### src/rtl/kbd_ps2.sv
// PS/2 keyboard receiver: pin synchroniser, 11-bit frame deframer and scancode FIFO.
// Define KBD_PARITY_EN to discard frames that fail the odd-parity check.
module kbd_ps2 #(
  parameter int DEPTH   = 4,
  parameter int TIMEOUT = 20000
) (
  input  logic       iClk,
  input  logic       iRst,
  input  logic       iPs2Clk,
  input  logic       iPs2Dat,
  input  logic       iAck,
  output logic       oIrq,
  output logic [7:0] oData,
  output logic       oOvf
);

  localparam int PW = $clog2(DEPTH);
  localparam int CW = PW + 1;
  localparam int TW = $clog2(TIMEOUT + 1);

  typedef enum logic [1:0] {IDLE, DATA, PARITY, STOP} stateT;

  stateT       state, stateNext;
  logic [1:0]  clkSync, datSync;
  logic        clkPrev;
  logic        fall, ps2Bit;
  logic [TW-1:0] toCnt;
  logic        timedOut;
  logic [2:0]  bitCnt;
  logic [7:0]  shiftReg;
  logic        parityOk, frameOk, pushReq;

  logic [7:0]    mem [DEPTH];
  logic [PW-1:0] rdPtr, wrPtr;
  logic [CW-1:0] count;
  logic          full, empty, pop, doWrite, setOvf;

  // NOTE: every sequential block uses non-blocking assignments so all flops update together.
  always_ff @(posedge iClk) begin
    if (iRst) begin
      clkSync <= 2'b11;
      datSync <= 2'b11;
      clkPrev <= 1'b1;
    end else begin
      clkSync <= {clkSync[0], iPs2Clk};
      datSync <= {datSync[0], iPs2Dat};
      clkPrev <= clkSync[1];
    end
  end

  // Data needs no history flop: its second stage lines up with the clock edge detect.
  assign fall   = clkPrev & ~clkSync[1];
  assign ps2Bit = datSync[1];

  always_ff @(posedge iClk) begin
    if (iRst)                        toCnt <= '0;
    else if (fall)                   toCnt <= '0;
    else if (toCnt != TW'(TIMEOUT))  toCnt <= toCnt + TW'(1);
  end

  assign timedOut = (toCnt == TW'(TIMEOUT));

`ifdef KBD_PARITY_EN
  logic parBit;
  assign parityOk = ^{shiftReg, parBit};
`else
  assign parityOk = 1'b1;
`endif

  assign frameOk = ps2Bit & parityOk;

  always_ff @(posedge iClk) begin
    if (iRst) state <= IDLE;
    else      state <= stateNext;
  end

  always_comb begin
    stateNext = state;
    pushReq   = 1'b0;
    if (fall) begin
      case (state)
        IDLE:   if (!ps2Bit) stateNext = DATA;
        DATA:   if (bitCnt == 3'd7) stateNext = PARITY;
        PARITY: stateNext = STOP;
        STOP: begin
          pushReq   = frameOk;
          stateNext = IDLE;
        end
        default: stateNext = IDLE;
      endcase
    end else if (timedOut && state != IDLE) begin
      stateNext = IDLE;
    end
  end

  always_ff @(posedge iClk) begin
    if (iRst) begin
      bitCnt   <= '0;
      shiftReg <= '0;
`ifdef KBD_PARITY_EN
      parBit   <= 1'b0;
`endif
    end else if (fall) begin
      case (state)
        IDLE: bitCnt <= '0;
        DATA: begin
          shiftReg <= {ps2Bit, shiftReg[7:1]};
          bitCnt   <= bitCnt + 3'd1;
        end
`ifdef KBD_PARITY_EN
        PARITY: parBit <= ps2Bit;
`endif
        default: ;
      endcase
    end
  end

  assign full    = (count == CW'(DEPTH));
  assign empty   = (count == '0);
  assign pop     = iAck & ~empty;
  assign doWrite = pushReq & (~full | pop);
  assign setOvf  = pushReq & full & ~pop;

  // NOTE: storage is deliberately not reset; the count masks stale entries.
  always_ff @(posedge iClk) begin
    if (!iRst && doWrite) mem[wrPtr] <= shiftReg;
  end

  always_ff @(posedge iClk) begin
    if (iRst) begin
      rdPtr <= '0;
      wrPtr <= '0;
      count <= '0;
      oOvf  <= 1'b0;
    end else begin
      if (doWrite) wrPtr <= wrPtr + PW'(1);
      if (pop)     rdPtr <= rdPtr + PW'(1);
      case ({doWrite, pop})
        2'b10:   count <= count + CW'(1);
        2'b01:   count <= count - CW'(1);
        default: ;
      endcase
      if (setOvf)    oOvf <= 1'b1;
      else if (iAck) oOvf <= 1'b0;
    end
  end

  assign oIrq  = ~empty;
  assign oData = empty ? 8'h00 : mem[rdPtr];

endmodule

### config.mk
export PLATFORM = sky130hd
export DESIGN_NAME = kbd_ps2
export DESIGN_NICKNAME = d
export VERILOG_FILES = /design/src/rtl/kbd_ps2.sv
export SDC_FILE = /design/constraint.sdc
export NUM_CORES = 1
export LEC_CHECK = 0
export BUFFER_PORTS_ARGS = -buffer_cell sky130_fd_sc_hd__buf_4
export CORE_MARGIN = 3
export CORE_UTILIZATION = 45
export CTS_CLUSTER_DIAMETER = 30
export DETAILED_ROUTE_END_ITERATION = 16
export HOLD_SLACK_MARGIN = 0.06
export PLACE_DENSITY_LB_ADDON = 0.2
export REMOVE_ABC_BUFFERS = 1
export SYNTH_ARGS = -nofsm -noshare
export SYNTH_HDL_FRONTEND = slang
export SYNTH_SLANG_ARGS = --single-unit
### constraint.sdc
create_clock -name iClk -period 2.9 [get_ports iClk]
set_clock_uncertainty 0.05 [all_clocks]
set_input_delay 0.145 -clock iClk [delete_from_list [all_inputs] [get_ports iClk]]
set_output_delay 0.145 -clock iClk [all_outputs]
set_load 0.01 [all_outputs]
==> summary.md <==
| Metric | Value |
|---|---|
| Most common cell in the netlist | dfxtp_1 |
| 1st-iter DRT viols | about 110 |
| TNS Setup | 0 ns |
| Period utilisation layout | 78.2% |
| # IOs | 15 |
| Root Driver | clkbuf_8 |
| Routed len/inst | 13.3 µm |
| FF+latch count, synth | 75 |
| Min Tclk post-route | 2.27 ns |
| DRC errors left | 0 |
| First-pass GRT wire length | ~9000 µm |
| Switching Power | 0.395 mW |
| Synth Cell Area | 0.00317 mm² |
| Hold Slack | approximately 0.12 ns |
| Fillcell total | around 590 |
| Clock power share | 36.8% |
| Vias in the first global route | 1,903 |
| Worst reg-to-reg path cell count | 7 |
| Sequential share of the synthesized area | a little under three fifths |
| Via count | about 2,000 |
| Synth async-reset ratio | 0% |
| CP Cell Sequence | ha_1 > nand4b_1 > nand3_1 > fa_1 > or3_1 > a32oi_1 > a21oi_1 |
| HPWL after DPL | ~3500 µm |
| Syn Area/Cell | 11.7 µm² |
| CTS sink count | between 70 and 80 |
| Nets@finish | 306 |
| Wirelength, routed | between 5000 and 6000 µm |
| Min-delay src | iRst |
| Hold endpoint | bitCnt[2] |
| Max_slew headroom | 63.7% |
| Core Box Area | roughly 0.0066 mm² |
| Setup-failing EPs final | 0 |
| Cell taking the most area after synthesis | edfxtp_1 |
| CP arrival | 2.44 ns |
| Max-slew violation count | 0 |
| WP buf/inv | 0 |
| Crit end category | flip-flop |
| Die width | roughly 90 µm |
| CP top delay family | simple AND/OR/NAND/NOR gates |
| H-tree lvl count | 3 |
| Logic pwr share | 2.4% |
| GP Congestion | 0.766 |
| Pre-Repair DR Iteration Count | 5 |
| Buffers on Ports | 14 |
| WP data required | 3.07 ns |
| CP startpoint kind | flip-flop |
| R2R Path Start | state[0] |
| Power per standard cell area | about 500 mW/mm² |
| Post-synth EDFFs | 32 |
| Cell-internal power | about 1.4 mW |
| Largest net degree at the start of global routing | 31 |
| Tot GR Track Use | 13.9% |
| Initial Util | 48.2% |
| Total CTS buffers | 9 |
| HP Class | input port to flip-flop |
| Worst skew pair latency | ~0.34 ns |
| Post-Synthesis Cells | 271 |
| Die Y | roughly 90 µm |
| Synth top area cells | edfxtp_1 (30%), dfxtp_1 (27%), mux4_2 (5.7%) |
| Flop pwr share | 60.8% |
| Crit-path max FO | 8 |
| Flop2flop setup slack | 0.63 ns |
| Slowest stage delay, CP | 0.45 ns |
| Final hold violation count | 0 |
| Total grt overflow | 0 |
| CTS tree | yes |
| Clock transition at path regs | 0.07 ns |
| Max_cap viols | 0 |
| Die footprint | 0.00808 mm² |
| Area growth syn-to-layout | 11.7% |
| Status | completed |
| FP Rows | 29 |
| Fmax | 441 MHz |
| Netlist cell types | 44 |
| Switch share | 21.8% |
| Ant diodes | 0 |
| Maximum vdd drop | ~0.00025 V |
| Synth top cells by count | dfxtp_1 (43), edfxtp_1 (32), nand2_1 (26), nor2_1 (26), a21oi_1 (13) |
| Vias per cell | 5.08 |
| Leak Pwr | approximately 1.2 nW |
| Critical Path Source | state[0] |
| Worst hold path depth | 2 |
| Share of layout cells above drive strength 1 | 16.4% |
| Worst path slowest cell | fa_1 |
| Top_reg_cell synth | dfxtp_1 |
| RR Endpoint | count[2] |
| Worst-margin pin slew | 0.544 ns |
| RSZ-0062 raised after global routing | no |
| ANT nets after route | 0 |
| Critical path class | flip-flop to flip-flop |
| Post-synth top area share | 30.3% |
| CTS Buffer Depth | 2 |
| PostCTS Resize Cnt | 0 |
| Ys Warns | 0 |
| Initial antenna violation count | 0 |
==> power by group through the flow <==
stage	logic [mW]	clock network, mW	registers (mW)
6_report	0.0431	0.668	1.10
5_1_grt	0.0492	0.740	1.10
3_3_place_gp	0.0397	0	1.13
3_5_place_dp	0.0404	0	1.13
4_1_cts	0.0437	0.689	1.10
2_1_floorplan	0.0232	0	1.12
==> placed cells by master, fill, tap and decap left out, types with 2 or more instances in the layout <==
cell and instances:
clkinv_1 2, xnor2_1 6, dfxtp_1 43, dlygate4sd3_1 3, a22oi_1 2, mux4_2 8, nand2_1 26, clkinvlp_4 2
nor3_1 3, ha_1 12, edfxtp_1 32, mux2i_1 4, nor2_1 26, or3_1 3, nand4_1 3, o21a_1 2
nand4b_1 2, and3_1 4, nand3_1 9, o21ai_0 2, buf_4 14, inv_1 11, or4_1 4, or2_2 6
xor2_1 6, or4b_1 2, a21oi_1 13, mux2_2 2, nor4_1 2, clkinv_2 2, o31ai_1 2, and2_1 10
clkbuf_8 9
==> cells by family (layout without fill, tap and decap cells) <==
group,after synthesis,in the layout,share of synthesized area [%]
AOI/OAI and AO/OA,28,28,5.69
xor gates and xnor gates,12,12,3.32
adders and majority gates,13,13,5.37
buffers and inverters,22,44,2.65
DFF,75,75,57.5
muxes,14,14,7.66
and+or+nand+nor,107,107,17.8
==> what timing repair did <==
item | 4_1_cts | 5_1_grt
hold buffers | 3 | 0
buffers inserted | 0 | 0
hold endpoints to repair | 3 | 0
==> through the flow <==
step | total power [mW] | instance area [µm²] | instances | util [%] | setup slack [ns]
after floorplan | 1.15 | 3130 | 260 | - | 0.829
after global placement | 1.17 | 3350 | 367 | 51.0 | 0.730
after detailed placement | 1.17 | 3350 | 367 | 51.0 | 0.669
after CTS | 1.83 | 3540 | 386 | 53.9 | 0.651
after global routing | 1.89 | 3540 | 386 | 53.9 | 0.436
final | 1.81 | 3540 | 386 | 53.9 | 0.633
==> worst max-delay path by stage <==
stage                      to  cells past startpoint
finish               count[2]                      7
global route        mem[1][0]                      4
CTS                  count[2]                      7
detailed placement   count[2]                      7
global placement     count[2]                      7
floorplan            state[1]                      6
==> routing by layer <==
metal	vias up	routed length, µm	track usage (%)
met4	0	82	6.12
met2	34	2270	20.9
li1	993	-	-
met5	-	0	0
met3	8	212	4.34
met1	924	2590	18.7
==> state kept, by name, indices dropped and copies added, names as in the netlist, named ones only <==
register  flops
toCnt        15
shiftReg      8
datSync       2
state         2
clkSync       2
oOvf          1
wrPtr         2
rdPtr         2
bitCnt        3
mem          32
clkPrev       1
count         3
==> area by class of cell <==
cell class	instances	area [µm²]	area share [%]
timing repair buffer	17	135	3.82
sequential	75	1820	51.5
tap	93	116	3.29
inverter	11	41.3	1.17
multi-input combinational	174	1260	35.7
clock inverter	6	32.5	0.920
clock buffer	10	128	3.61
No activity file was read; power rests on OpenSTA's default activity.
